--- src/rtl/lane_merge_if.sv ---
// Bundle of the two lane inputs, the pause control and the merged output/status
// signals of lane_merge. The producer side uses master, the merge block uses slave.
interface lane_merge_if #(
    parameter int DATA_W = 4
);
    logic              valid_0;
    logic [DATA_W-1:0] dataout0;
    logic              valid_1;
    logic [DATA_W-1:0] dataout1;
    logic              pause;

    logic              valid_out;
    logic [DATA_W-1:0] data_out;
    logic              lane_out;
    logic              full_0;
    logic              full_1;
    logic              almost_full_0;
    logic              almost_full_1;
    logic [1:0]        err_overflow;

    modport master (
        output valid_0, dataout0, valid_1, dataout1, pause,
        input  valid_out, data_out, lane_out, full_0, full_1,
               almost_full_0, almost_full_1, err_overflow
    );

    modport slave (
        input  valid_0, dataout0, valid_1, dataout1, pause,
        output valid_out, data_out, lane_out, full_0, full_1,
               almost_full_0, almost_full_1, err_overflow
    );
endinterface

--- src/rtl/lane_merge.sv ---
// Merges two demuxed lanes back into one stream: each lane is buffered in its own
// circular FIFO and a round-robin arbiter pops at most one word per clock.
module lane_merge #(
    parameter int DATA_W = 4,
    parameter int DEPTH  = 4
) (
    input logic        clk,
    input logic        reset,
    lane_merge_if.slave bus
);
    localparam int PTR_W = (DEPTH > 1) ? $clog2(DEPTH) : 1;
    localparam int CNT_W = $clog2(DEPTH + 1);
    localparam logic [CNT_W-1:0] FULL_CNT  = CNT_W'(DEPTH);
    localparam logic [CNT_W-1:0] AFULL_CNT = CNT_W'(DEPTH - 1);
    localparam logic [PTR_W-1:0] LAST_PTR  = PTR_W'(DEPTH - 1);

    logic [1:0]        in_valid;
    logic [DATA_W-1:0] in_data [2];

    logic [DATA_W-1:0] mem    [2][DEPTH];
    logic [PTR_W-1:0]  wr_ptr [2];
    logic [PTR_W-1:0]  rd_ptr [2];
    logic [CNT_W-1:0]  count  [2];

    logic              last_grant;
    logic              grant;
    logic              pop_any;
    logic [1:0]        non_empty;
    logic [1:0]        pop;
    logic [1:0]        push;
    logic [1:0]        drop;
    logic [DATA_W-1:0] pop_data;

    logic              valid_q;
    logic [DATA_W-1:0] data_q;
    logic              lane_q;
    logic [1:0]        err_q;

    assign in_valid   = {bus.valid_1, bus.valid_0};
    assign in_data[0] = bus.dataout0;
    assign in_data[1] = bus.dataout1;

    // Arbitration looks only at pre-edge counts, so a word written this edge
    // cannot be popped until the following one.
    always_comb begin
        non_empty = {count[1] != '0, count[0] != '0};
        pop_any   = 1'b0;
        grant     = 1'b0;
        if (!bus.pause && (non_empty != 2'b00)) begin
            pop_any = 1'b1;
            if (non_empty == 2'b11) begin
                grant = ~last_grant;
            end else begin
                grant = non_empty[1];
            end
        end
        pop[0]   = pop_any && !grant;
        pop[1]   = pop_any && grant;
        pop_data = mem[grant][rd_ptr[grant]];
    end

    // A full lane still accepts a word when it is being drained on the same edge.
    always_comb begin
        push = 2'b00;
        drop = 2'b00;
        for (int i = 0; i < 2; i++) begin
            push[i] = in_valid[i] && ((count[i] != FULL_CNT) || pop[i]);
            drop[i] = in_valid[i] && !push[i];
        end
    end

    always_ff @(posedge clk or posedge reset) begin
        if (reset) begin
            for (int i = 0; i < 2; i++) begin
                wr_ptr[i] <= '0;
                rd_ptr[i] <= '0;
                count[i]  <= '0;
            end
        end else begin
            for (int i = 0; i < 2; i++) begin
                if (push[i]) begin
                    wr_ptr[i] <= (wr_ptr[i] == LAST_PTR) ? '0 : wr_ptr[i] + PTR_W'(1);
                end
                if (pop[i]) begin
                    rd_ptr[i] <= (rd_ptr[i] == LAST_PTR) ? '0 : rd_ptr[i] + PTR_W'(1);
                end
                if (push[i] && !pop[i]) begin
                    count[i] <= count[i] + CNT_W'(1);
                end else if (pop[i] && !push[i]) begin
                    count[i] <= count[i] - CNT_W'(1);
                end
            end
        end
    end

    // Storage needs no reset: counts and pointers decide what is visible.
    always_ff @(posedge clk) begin
        for (int i = 0; i < 2; i++) begin
            if (push[i]) begin
                mem[i][wr_ptr[i]] <= in_data[i];
            end
        end
    end

    // last_grant resets to lane 1 so lane 0 wins the first contention.
    always_ff @(posedge clk or posedge reset) begin
        if (reset) begin
            valid_q    <= 1'b0;
            data_q     <= '0;
            lane_q     <= 1'b0;
            last_grant <= 1'b1;
            err_q      <= 2'b00;
        end else begin
            valid_q <= pop_any;
            if (pop_any) begin
                data_q     <= pop_data;
                lane_q     <= grant;
                last_grant <= grant;
            end
            err_q <= err_q | drop;
        end
    end

    assign bus.valid_out     = valid_q;
    assign bus.data_out      = data_q;
    assign bus.lane_out      = lane_q;
    assign bus.err_overflow  = err_q;
    assign bus.full_0        = (count[0] == FULL_CNT);
    assign bus.full_1        = (count[1] == FULL_CNT);
    assign bus.almost_full_0 = (count[0] >= AFULL_CNT);
    assign bus.almost_full_1 = (count[1] >= AFULL_CNT);
endmodule

--- src/flat_wrapper.sv ---
// flat-port wrapper written by rule: the top's interface ports become plain ports
module lane_merge_flat 
#(
    parameter int DATA_W = 4,
    parameter int DEPTH  = 4
)
  (clk, reset, bus_valid_0, bus_dataout0, bus_valid_1, bus_dataout1, bus_pause, bus_valid_out, bus_data_out, bus_lane_out, bus_full_0, bus_full_1, bus_almost_full_0, bus_almost_full_1, bus_err_overflow);
  lane_merge_if #(.DATA_W(DATA_W)) bus_i ();
  input logic clk;
  input logic reset;
  input wire logic [$bits(bus_i.valid_0)-1:0] bus_valid_0;
  input wire logic [$bits(bus_i.dataout0)-1:0] bus_dataout0;
  input wire logic [$bits(bus_i.valid_1)-1:0] bus_valid_1;
  input wire logic [$bits(bus_i.dataout1)-1:0] bus_dataout1;
  input wire logic [$bits(bus_i.pause)-1:0] bus_pause;
  output wire logic [$bits(bus_i.valid_out)-1:0] bus_valid_out;
  output wire logic [$bits(bus_i.data_out)-1:0] bus_data_out;
  output wire logic [$bits(bus_i.lane_out)-1:0] bus_lane_out;
  output wire logic [$bits(bus_i.full_0)-1:0] bus_full_0;
  output wire logic [$bits(bus_i.full_1)-1:0] bus_full_1;
  output wire logic [$bits(bus_i.almost_full_0)-1:0] bus_almost_full_0;
  output wire logic [$bits(bus_i.almost_full_1)-1:0] bus_almost_full_1;
  output wire logic [$bits(bus_i.err_overflow)-1:0] bus_err_overflow;
  assign bus_i.valid_0 = bus_valid_0;
  assign bus_i.dataout0 = bus_dataout0;
  assign bus_i.valid_1 = bus_valid_1;
  assign bus_i.dataout1 = bus_dataout1;
  assign bus_i.pause = bus_pause;
  assign bus_valid_out = bus_i.valid_out;
  assign bus_data_out = bus_i.data_out;
  assign bus_lane_out = bus_i.lane_out;
  assign bus_full_0 = bus_i.full_0;
  assign bus_full_1 = bus_i.full_1;
  assign bus_almost_full_0 = bus_i.almost_full_0;
  assign bus_almost_full_1 = bus_i.almost_full_1;
  assign bus_err_overflow = bus_i.err_overflow;
  lane_merge #(.DATA_W(DATA_W), .DEPTH(DEPTH)) u_core (.clk(clk), .reset(reset), .bus(bus_i));
endmodule
--- config.mk ---
export PLATFORM = sky130hd
export DESIGN_NAME = lane_merge_flat
export DESIGN_NICKNAME = d
export VERILOG_FILES = /design/src/rtl/lane_merge_if.sv /design/src/rtl/lane_merge.sv /design/src/flat_wrapper.sv
export SDC_FILE = /design/constraint.sdc
export NUM_CORES = 1
export LEC_CHECK = 0
export ABC_CLOCK_PERIOD_IN_PS = 5400
export BUFFER_PORTS_ARGS = -buffer_cell sky130_fd_sc_hd__buf_2
export CORE_AREA = 2 2 84 86
export DETAILED_ROUTE_END_ITERATION = 10
export DIE_AREA = 0 0 86 88
export PLACE_DENSITY_LB_ADDON = 0.15
export RECOVER_POWER = 25
export SYNTH_ARGS = -nofsm -noshare
export SYNTH_HDL_FRONTEND = slang
export SYNTH_SLANG_ARGS = --single-unit
--- constraint.sdc ---
create_clock -name clk -period 5.4 [get_ports clk]
set_input_delay 0.81 -clock clk [delete_from_list [all_inputs] [get_ports clk]]
set_output_delay 0.81 -clock clk [all_outputs]
set_load 0.02 [all_outputs]
After elaboration in Yosys (flattened, before gate mapping). Memories as Yosys holds them, arrays and structs flattened. Cells that the tools add are included. Widths: inputs -> output; s select.

Register bits after elaboration: 23. RAM bits: 32. Bits of input ports: 13. Output and inout bits: 12. Logic and storage cells: 94. Memories kept: 1.

Add/sub/neg operators: 8. $lt $le $gt $ge: 8. Equality and inequality tests: 9. Mux-type cells: 25. Bitwise gates (word level): 6. Reductions and logical operators: 26.

Memory list: u_core.mem (depth 2, bits a word 16, read ports 1, clocked after memory_dff 0, write ports 2, line lane_merge.sv:20) `logic [DATA_W-1:0] mem [2][DEPTH];`.

Operator list (number): $mux 16 (2); $demux 4 s2 (2); $mux 4 (4); $mux 2 (7); $logic_and 1x1->1 (13); $mux 3 (4); $eq 2x2->1 const B (5); $ge 3x3->1 const B (3); $not 2->3 (3); $add 2x1->2 const B (4); $bmux 4 s2 (1); $add 3x1->3 const B (2); $eq 3x3->1 const B (2); $ge 3x2->1 const B (2); $logic_not 1->1 (6); $lt 3x1->1 const B (2); $ne 3x3->1 const B (2); $reduce_bool 2->1 (3); $reduce_bool 3->1 (2); $sub 3x1->3 const B (2); $mux 1 (5); $ge 2x2->1 const B (1); $logic_or 1x1->1 (2); $not 1->2 (1); other kinds (2) (2).

Logic depth before layout (Yosys ltp). Gate-level depths: netlist (run 1).

Word-level depth: 12. Mapped depth: 10. Mapped depth without buffers: 10.

Worst setup path before layout (run 1). OpenSTA, ideal clock, no wires.

Path type: reg-to-reg. From: reg u_core.count[0] in the netlist's numbering. To: reg u_core.count[1] in the netlist's numbering. Setup time: 0.125 ns. Arrival: 2.344 ns. Data required time: 5.275 ns. Path slack: 2.931 ns. Cell stages (with the launch flop): 7. Path buffers: 0. Period minus slack after synthesis: 2.469 ns. Cell sequence: dfrtp_1 nor3b_1 a21boi_2 ha_1 inv_1 fa_1 mux2_2.

Longest elaborated chain between the ends: 10. Elaborated cells on any way between the ends: 20. Those cells by class: 2 x add/sub; 2 x eq/ne; 5 x mux; 11 x reduce/logical.

Ends and longest elaborated chain: start: declaration (line lane_merge.sv:23) `logic [CNT_W-1:0] count [2];`; start signal: indexed assignment (line lane_merge.sv:88) `count[i] <= count[i] + CNT_W'(1);`; start signal: indexed assignment (line lane_merge.sv:90) `count[i] <= count[i] - CNT_W'(1);`; $reduce_bool 3->1 (line lane_merge.sv:46) `non_empty = {count[1] != '0, count[0] != '0};`; $eq 2x2->1 / $reduce_bool 2->1 (equally long branches) (line lane_merge.sv:51, lane_merge.sv:49); $mux 1 / $logic_and 1x1->1 (equally long branches) (line lane_merge.sv:51, lane_merge.sv:49); $mux 1 (line lane_merge.sv:49) `if (!bus.pause && (non_empty != 2'b00)) begin`; $logic_and 1x1->1 (line lane_merge.sv:58) `pop[1] = pop_any && grant;`; $logic_or 1x1->1 * (line lane_merge.sv:67) `push[i] = in_valid[i] && ((count[i] != FULL_CNT) || pop[i]);`; $logic_and 1x1->1 * (line lane_merge.sv:67); named net u_core.push[1] (line lane_merge.sv:30) `logic [1:0] push;`; $logic_not 1->1 (line lane_merge.sv:89) `end else if (pop[i] && !push[i]) begin`; $logic_and 1x1->1 (line lane_merge.sv:89); $reduce_bool 2->1 (no line).

Mark *: on every way through the listed nets, which the timed path passes. The rest lies on a longest branch. The select of a mux whose other input is x is not followed. A chain may end at the register's enable or synchronous reset.

Worst setup path in the final report (run 1).
From: reg u_core.count[3] in the netlist's numbering. To: reg u_core.count[1] in the netlist's numbering.

Longest elaborated chain between the ends: 10. Elaborated cells on any way between the ends: 16. Those cells by class: 1 x eq/ne; 4 x mux; 11 x reduce/logical.

Ends and longest elaborated chain (line): $reduce_bool 3->1 * (lane_merge.sv:46); $eq 2x2->1 / $reduce_bool 2->1 (equally long branches) (lane_merge.sv:51, lane_merge.sv:49); $mux 1 / $logic_and 1x1->1 (equally long branches) (lane_merge.sv:51, lane_merge.sv:49); $mux 1 (lane_merge.sv:49); $logic_and 1x1->1 * (lane_merge.sv:58); $logic_or 1x1->1 (lane_merge.sv:67); $logic_and 1x1->1 (lane_merge.sv:67); $logic_not 1->1 (lane_merge.sv:89); $logic_and 1x1->1 (lane_merge.sv:89); $reduce_bool 2->1 (no line).

Mark *: on every way between the ends. The rest lies on a longest branch, timed or not.

==> impl_metrics.yaml, run 1 <==
status:
  status: "completed"
logic_synthesis:
  synth-simple-area-share: 0.0573
  netlist_area_sq_um: 2470
  synth_common_cells: "sky130_fd_sc_hd__edfxtp_1 (32), sky130_fd_sc_hd__dfrtp_1 (22), sky130_fd_sc_hd__ha_1 (12), sky130_fd_sc_hd__nor2_1 (12)"
  synth_fp_nets: 177
  post_synth_main_area_contributors: "sky130_fd_sc_hd__edfxtp_1 (39%), sky130_fd_sc_hd__dfrtp_1 (22%), sky130_fd_sc_hd__mux4_1 (6.4%)"
  synthesis_warning_total: 0
  synth_async_sr_flop_share: 0.418
  largest_family_of_logic_cells_by_synthesized_area: "multiplexers"
  post-synth-top-count-cell: "sky130_fd_sc_hd__edfxtp_1"
  synth-adder-area-share: 0.0771
  dominantRegCellSynth: "sky130_fd_sc_hd__edfxtp_1"
  postSynthRegisterBits: 55
  syn_area_per_cell_sq_um: 16.4
  synth_cell_types: 29
  share_of_synthesized_area_spent_on_multiplexers: 0.144
  seq_area_frac_synth: 0.624
  synth_top_cell_by_area: "sky130_fd_sc_hd__edfxtp_1"
  synth_xor_area_frac: 0.0213
  synth_edf_count: 32
  synth-compound-area-share: 0.0553
  yosys.area.top_type_share: 0.390
  netlist_instances: 150
global_route:
  antenna_found_initial: 0
  grt_pass1_wl_um: 6810
  grtUsageTotal: 0.121
  largest_net_degree_at_the_start_of_global_routing: 24
  gr-total-overflow: 0
  via_count_of_the_first_global_routing_pass: 1314
placed_design:
  dp.cells: 252
  placement.io_buffers: 24
  place_worst_setup_slack_ps: 2610
  detailed_place_hpwl_um: 3150
  place_congestion: 0.768
layout:
  flow.area_growth_from_synthesis_pct: 12.2
  proportion_of_layout_cells_with_a_drive_suffix_above_1: 0.250
  fin_nets: 206
  n_antenna_cell: 0
  stdcell_count: 260
clock_tree:
  clockBufferDepth: 2
  clock_tree_from_tritoncts: "done"
  cts.repair.resized: 0
  cts-root-buf: "sky130_fd_sc_hd__clkbuf_8"
  cts_buffer_count: 5
  cts_hold_bufs: 0
  clock_sinks: 55
  cts_max_level: 2
  cts.repair_timing.setup_buffer_count: 0
  clk_pin_slew_worst_paths_ps: 90
  clock_latency_ps: 300
timing:
  period_minus_slack_ps: 2690
  finalCritPeriodShare: 0.499
  grt_setup_unrepaired: "false"
  timing.setup.tns_ps: 0
  worst_hold_slack_ps: 470
  tightestPinTransition_ps: 886
  timing.slew.headroom: 0.408
  achievable-frequency_mhz: 371
  hold_viol: 0
  setup_viol_count_final: 0
  timing.clock.skew_ps: 5.85
  post-route-worst-setup-slack_ps: 2710
  finalMaxSlewViolations: 0
setup_path:
  worst_setup_path_end_kind: "register"
  worstSetupStartpointType: "register"
  r2r_slack_ps: 2710
  cp_data_required_time_ps: 5590
  rr_startpoint: "u_core.count[3]"
  rr_endpoint: "u_core.count[1]"
  critical_path_peak_fanout: 9
  cp.arrival_ps: 2890
  reg2regPathDepth: 7
  classification_of_the_worst_setup_path: "reg -> reg"
die:
  die_footprint_sq_um: 7570
  coreArea_sq_um: 6640
  chipHeight_um: 88
  dieWidth_um: 86
  design.portCount: 25
  site_row_count: 30
  initial_core_util: 0.371
routing:
  postRouteWirelength_um: 4160
  met3_wirelength_um: 185
  detail_route.wirelength.met1_um: 1910
  highest-signal-layer: "met4"
  remaining_drc_errors: 0
  met2WireLength_um: 2010
  detailroute.via_count: 1286
  drt_iter0_drc: 61
  drt.antenna.violating_nets: 0
  drt-pass1-iter-count: 4
  wl_cell_um: 16.0
  post_drt_via_cell_ratio: 4.95
power_and_ir_drop:
  power.switching_w: 0.000545
  combPwrFrac: 0.366
  seq_pwr_share: 0.463
  peakVddDrop_mv: 0.120
  cell_internal_pwr_w: 0.00101
  power.leakage_nw: 1.10
  areal_power_density_over_the_cells_nw_per_um2: 563
  report.power.total_w: 0.00156
  power.clock.fraction: 0.171
  switching_share: 0.350
job:
  timing.max_cap.violations: 0
worst_hold_path:
  worst_hold_path.num_cells: 1
  hold_path_class: "reg -> reg"
  worst_hold_startpoint: "u_core.bus.err_overflow[1]"
  timing.hold.worst_endpoint: "u_core.bus.err_overflow[1]"
## through the flow
step	utilization	cell area, sq um
6_report	0.417	2770
3_5_place_dp	0.402	2670
3_3_place_gp	0.402	2670
5_1_grt	0.417	2770
2_1_floorplan	-	2470
4_1_cts	0.418	2780
## cell usage in the layout, fill, tap and decap left out, types with 6 or more instances in the layout
cell type / instances
sky130_fd_sc_hd__dfrtp_1: 22
sky130_fd_sc_hd__nor2_1: 12
sky130_fd_sc_hd__edfxtp_1: 32
sky130_fd_sc_hd__clkbuf_1: 10
sky130_fd_sc_hd__and2_1: 9
sky130_fd_sc_hd__mux2_2: 10
sky130_fd_sc_hd__ha_1: 12
sky130_fd_sc_hd__inv_1: 10
sky130_fd_sc_hd__mux4_1: 6
sky130_fd_sc_hd__buf_2: 16
## flip-flops by register name (all words and copies together), names as in the netlist
register	flops
u_core.mem	32
u_core.rd_ptr	4
u_core.last_grant	1
u_core.wr_ptr	4
u_core.bus.err_overflow	2
u_core.bus.lane_out	1
u_core.bus.data_out	4
u_core.count	6
u_core.bus.valid_out	1
## area by class of cell
type / count / area (sq um)
Multi-Input combinational cell: 83 / 876
Fill cell: 610 / 3880
Sequential cell: 55 / 1540
Clock buffer: 7 / 76.3
Inverter: 10 / 37.5
Clock inverter: 1 / 30.0
Tap cell: 80 / 100
Timing Repair Buffer: 24 / 110
## worst max-delay path by stage
| stage | start | to | slack [ps] | depth (start not counted) |
|---|---|---|---|---|
| 2_1_floorplan | u_core.count[0] | u_core.count[1] | 2930 | 6 |
| 3_3_place_gp | bus_pause | u_core.count[5] | 2730 | 9 |
| 3_5_place_dp | bus_pause | u_core.count[5] | 2610 | 9 |
| 4_1_cts | u_core.count[3] | u_core.count[1] | 2680 | 7 |
| 5_1_grt | u_core.count[3] | u_core.count[1] | 2560 | 7 |
| 6_report | u_core.count[3] | u_core.count[1] | 2710 | 7 |
## power by group through the flow
stage | Sequential (W) | Clock (W) | Combinational (W)
6_report | 0.000721 | 0.000267 | 0.000570
3_5_place_dp | 0.000734 | 0 | 0.000583
5_1_grt | 0.000742 | 0.000294 | 0.000633
3_3_place_gp | 0.000719 | 0 | 0.000544
2_1_floorplan | 0.000719 | 0 | 0.000424
4_1_cts | 0.000724 | 0.000274 | 0.000586
## kinds of logic after synthesis
kind of cell	count (synthesis)
multiplexers	22
AO/OA/AOI/OAI	16
adder cells (fa/ha/maj)	14
XOR/XNOR	6
AND/OR/NAND/NOR	25
flip-flops	55
buffers and inverters	12
## layer usage
| layer | vias up | GRT usage |
|---|---|---|
| met5 | - | 0 |
| met4 | 0 | 0.0404 |
| met3 | 5 | 0.0330 |
| met2 | 29 | 0.196 |
| met1 | 644 | 0.158 |
| li1 | 608 | - |
## critical path, stage by stage (launching register included)
cell	delay (ps)
sky130_fd_sc_hd__dfrtp_1	470
sky130_fd_sc_hd__or3_4	440
sky130_fd_sc_hd__a211oi_4	530
sky130_fd_sc_hd__inv_1	140
sky130_fd_sc_hd__ha_1	240
sky130_fd_sc_hd__inv_1	80
sky130_fd_sc_hd__fa_1	410
sky130_fd_sc_hd__mux2_2	280
Note: power is estimated with default switching activity, not from simulation.
==> run 2, diff against run 1 <==
--- a/config.mk
+++ b/config.mk
@@ -5,11 +5,12 @@
 export SDC_FILE = /design/constraint.sdc
 export NUM_CORES = 1
 export LEC_CHECK = 0
-export ABC_CLOCK_PERIOD_IN_PS = 5400
+export ABC_AREA = 1
+export ABC_CLOCK_PERIOD_IN_PS = 2700
 export BUFFER_PORTS_ARGS = -buffer_cell sky130_fd_sc_hd__buf_2
-export CORE_AREA = 2 2 84 86
+export CORE_AREA = 2 2 87 89
 export DETAILED_ROUTE_END_ITERATION = 10
-export DIE_AREA = 0 0 86 88
+export DIE_AREA = 0 0 89 91
 export PLACE_DENSITY_LB_ADDON = 0.15
 export RECOVER_POWER = 25
 export SYNTH_ARGS = -nofsm -noshare
==> constraint.sdc (replaced) <==
create_clock -name clk -period 2.7 [get_ports clk]
set_input_delay 0.405 -clock clk [delete_from_list [all_inputs] [get_ports clk]]
set_output_delay 0.405 -clock clk [all_outputs]
set_load 0.02 [all_outputs]
==> run 2 against run 1 <==
Net effect: register-to-register slack worse by 2400 ps; sequential cell count unchanged; clock power increased by 72%; die area rose by 7.0%; core utilization decreased by 0.11 points; synthesized cell count is 74% higher; hold slack worse by 210 ps; global-route usage is 1.4 points higher; via count up 35%; sequential power up 86%; final cell count is 50% higher; largest cell class unchanged; highest routed layer unchanged.
==> impl_metrics.yaml, run 2 <==
clock_tree:
  clockBufferDepth: 2
  cts-root-buf: "sky130_fd_sc_hd__clkbuf_8"
  cts_hold_bufs: 0
  cts.repair_timing.setup_buffer_count: 0
  cts_max_level: 2
  clock_tree_from_tritoncts: "done"
  clock_latency_ps: 310
  cts_buffer_count: 5
  cts.repair.resized: 0
  clk_pin_slew_worst_paths_ps: 100
  clock_sinks: 55
timing:
  finalMaxSlewViolations: 0
  timing.slew.headroom: 0.407
  grt_setup_unrepaired: "false"
  setup_viol_count_final: 0
  period_minus_slack_ps: 2380
  finalCritPeriodShare: 0.880
  hold_viol: 0
  timing.clock.skew_ps: 10.9
  achievable-frequency_mhz: 421
  timing.setup.tns_ps: 0
  tightestPinTransition_ps: 888
logic_synthesis:
  synth_async_sr_flop_share: 0.418
  post-synth-top-count-cell: "sky130_fd_sc_hd__nand2_1"
  syn_area_per_cell_sq_um: 10.2
  post_synth_main_area_contributors: "sky130_fd_sc_hd__edfxtp_1 (36%), sky130_fd_sc_hd__dfrtp_1 (21%), sky130_fd_sc_hd__nand2_1 (9.0%)"
  synth_common_cells: "sky130_fd_sc_hd__nand2_1 (64), sky130_fd_sc_hd__inv_1 (43), sky130_fd_sc_hd__edfxtp_1 (32)"
  synth_edf_count: 32
  yosys.area.top_type_share: 0.361
  netlist_instances: 261
  netlist_area_sq_um: 2660
  synthesis_warning_total: 0
  dominantRegCellSynth: "sky130_fd_sc_hd__edfxtp_1"
  seq_area_frac_synth: 0.578
  synth_cell_types: 30
  synth_top_cell_by_area: "sky130_fd_sc_hd__edfxtp_1"
  postSynthRegisterBits: 55
  synth_fp_nets: 288
setup_path:
  cp_data_required_time_ps: 2900
  critical_path_peak_fanout: 15
  r2r_slack_ps: 320
  classification_of_the_worst_setup_path: "reg -> reg"
  crit_path_cell_trace: "nor2_2 > nand2_2 > nand2_4 > nand3_4 > nand2_1 > nand2_1 > inv_1 > ha_1 > inv_1 > fa_1 > a21oi_1 > o21ai_0 > xor2_1"
  critical_path.top_delay_family: "simple AND/OR/NAND/NOR gates"
  worstSetupStartpointType: "register"
  rr_endpoint: "u_core.count[2]"
  critical_path.slowest_cell: "sky130_fd_sc_hd__dfrtp_1"
  cp.arrival_ps: 2570
  reg2regPathDepth: 13
  rr_startpoint: "u_core.count[3]"
  slowest_delay_ps: 460
  worst_setup_path_end_kind: "register"
  timing.critical_path.buf_inv: 2
routing:
  drt.antenna.violating_nets: 0
  wl_cell_um: 12.7
  postRouteWirelength_um: 4970
  post_drt_via_cell_ratio: 4.44
  drt-pass1-iter-count: 4
  drt_iter0_drc: 91
  remaining_drc_errors: 0
  detailroute.via_count: 1731
layout:
  layout.cells.most_common: "sky130_fd_sc_hd__nand2_1"
  filler_cell_count: 736
  fin_nets: 317
  largest_register_ff_count: 32
  n_antenna_cell: 0
  stdcell_count: 390
  flow.area_growth_from_synthesis_pct: 11.4
  proportion_of_layout_cells_with_a_drive_suffix_above_1: 0.151
  most-common-layout-cells: "sky130_fd_sc_hd__nand2_1 (64), sky130_fd_sc_hd__inv_1 (43), sky130_fd_sc_hd__edfxtp_1 (32)"
power_and_ir_drop:
  areal_power_density_over_the_cells_nw_per_um2: 1080
  peakVddDrop_mv: 0.486
  power.leakage_nw: 1.36
die:
  die_footprint_sq_um: 8100
  chipHeight_um: 91
  initial_core_util: 0.373
  coreArea_sq_um: 7140
  dieWidth_um: 89
  site_row_count: 31
  design.portCount: 25
status:
  status: "completed"
global_route:
  grt_pass1_wl_um: 8200
  gr-total-overflow: 0
  largest_net_degree_at_the_start_of_global_routing: 24
  via_count_of_the_first_global_routing_pass: 1692
  antenna_found_initial: 0
  grtUsageTotal: 0.135
job:
  timing.max_cap.violations: 0
placed_design:
  dp.cells: 382
  detailed_place_hpwl_um: 3840
  place_congestion: 0.838
  placement.io_buffers: 24
worst_hold_path:
  hold_path_class: "in -> async"
==> run 2: metal layers <==
metal | vias to the layer above | GRT usage | share of wire
met4 | 0 | 0.0672 | 0.032
li1 | 902 | - | -
met2 | 37 | 0.201 | 0.45
met3 | 10 | 0.0300 | 0.032
met5 | - | 0 | 0
met1 | 782 | 0.184 | 0.48
==> run 2: logic make-up after synthesis <==
| group | count (synthesis) | share of synthesized area |
|---|---|---|
| simple gates | 115 | 0.201 |
| compound gates | 21 | 0.0480 |
| buf+inv | 50 | 0.0799 |
| fa+ha+maj | 14 | 0.0715 |
| xor+xnor | 4 | 0.0132 |
| flops | 55 | 0.578 |
| mux | 2 | 0.00846 |
==> run 2: area by class of cell <==
class | count | area, sq um | area share
clock buffer | 5 | 68.8 | 0.0232
clock inverter | 3 | 18.8 | 0.00633
inverter | 44 | 165 | 0.0557
multi-input combinational | 156 | 911 | 0.307
sequential | 55 | 1540 | 0.519
tap | 99 | 124 | 0.0418
timing repair buffer | 28 | 140 | 0.0473
==> run 2: per-stage QoR <==
step / total power (W) / hold WS [ps] / utilization / setup slack (ps) / area (sq um)
2_1_floorplan: 0.00243 / 406 / - / 274 / 2660
3_3_place_gp: 0.00276 / 446 / 0.405 / 345 / 2890
3_5_place_dp: 0.00278 / 450 / 0.405 / 295 / 2890
4_1_cts: 0.00324 / 302 / 0.417 / 288 / 2980
5_1_grt: 0.00352 / 329 / 0.415 / 83.1 / 2970
6_report: 0.00320 / 262 / 0.415 / 325 / 2970
==> run 2: power by group <==
part           internal (W)  leakage (nW)  total (W)  switching [W]
sequential          0.00117         0.560    0.00134       0.000160
clock              0.000183        0.0483   0.000460       0.000276
combinational      0.000507         0.747    0.00141       0.000901
total               0.00187          1.36    0.00320        0.00134
==> run 2: worst register-to-register path, cell delays in order, from the launching register on <==
cell                      delay (ps)
sky130_fd_sc_hd__dfrtp_1         460
sky130_fd_sc_hd__nor2_2          140
sky130_fd_sc_hd__nand2_2          90
sky130_fd_sc_hd__nand2_4         160
sky130_fd_sc_hd__nand3_4          90
sky130_fd_sc_hd__nand2_1          60
sky130_fd_sc_hd__nand2_1         100
sky130_fd_sc_hd__inv_1           150
sky130_fd_sc_hd__ha_1            160
sky130_fd_sc_hd__inv_1            60
sky130_fd_sc_hd__fa_1            370
sky130_fd_sc_hd__a21oi_1         140
sky130_fd_sc_hd__o21ai_0         120
sky130_fd_sc_hd__xor2_1          160
==> run 2: worst max-delay path by stage <==
| stage | from | endpoint | slack [ps] | cells after the start |
|---|---|---|---|---|
| floorplan | u_core.count[3] | u_core.count[4] | 270 | 6 |
| global placement | u_core.count[3] | u_core.count[5] | 340 | 12 |
| detailed placement | u_core.count[3] | u_core.count[5] | 290 | 12 |
| CTS | u_core.count[3] | u_core.count[5] | 290 | 12 |
| global route | u_core.count[3] | u_core.count[5] | 80 | 12 |
| finish | u_core.count[3] | u_core.count[2] | 320 | 13 |
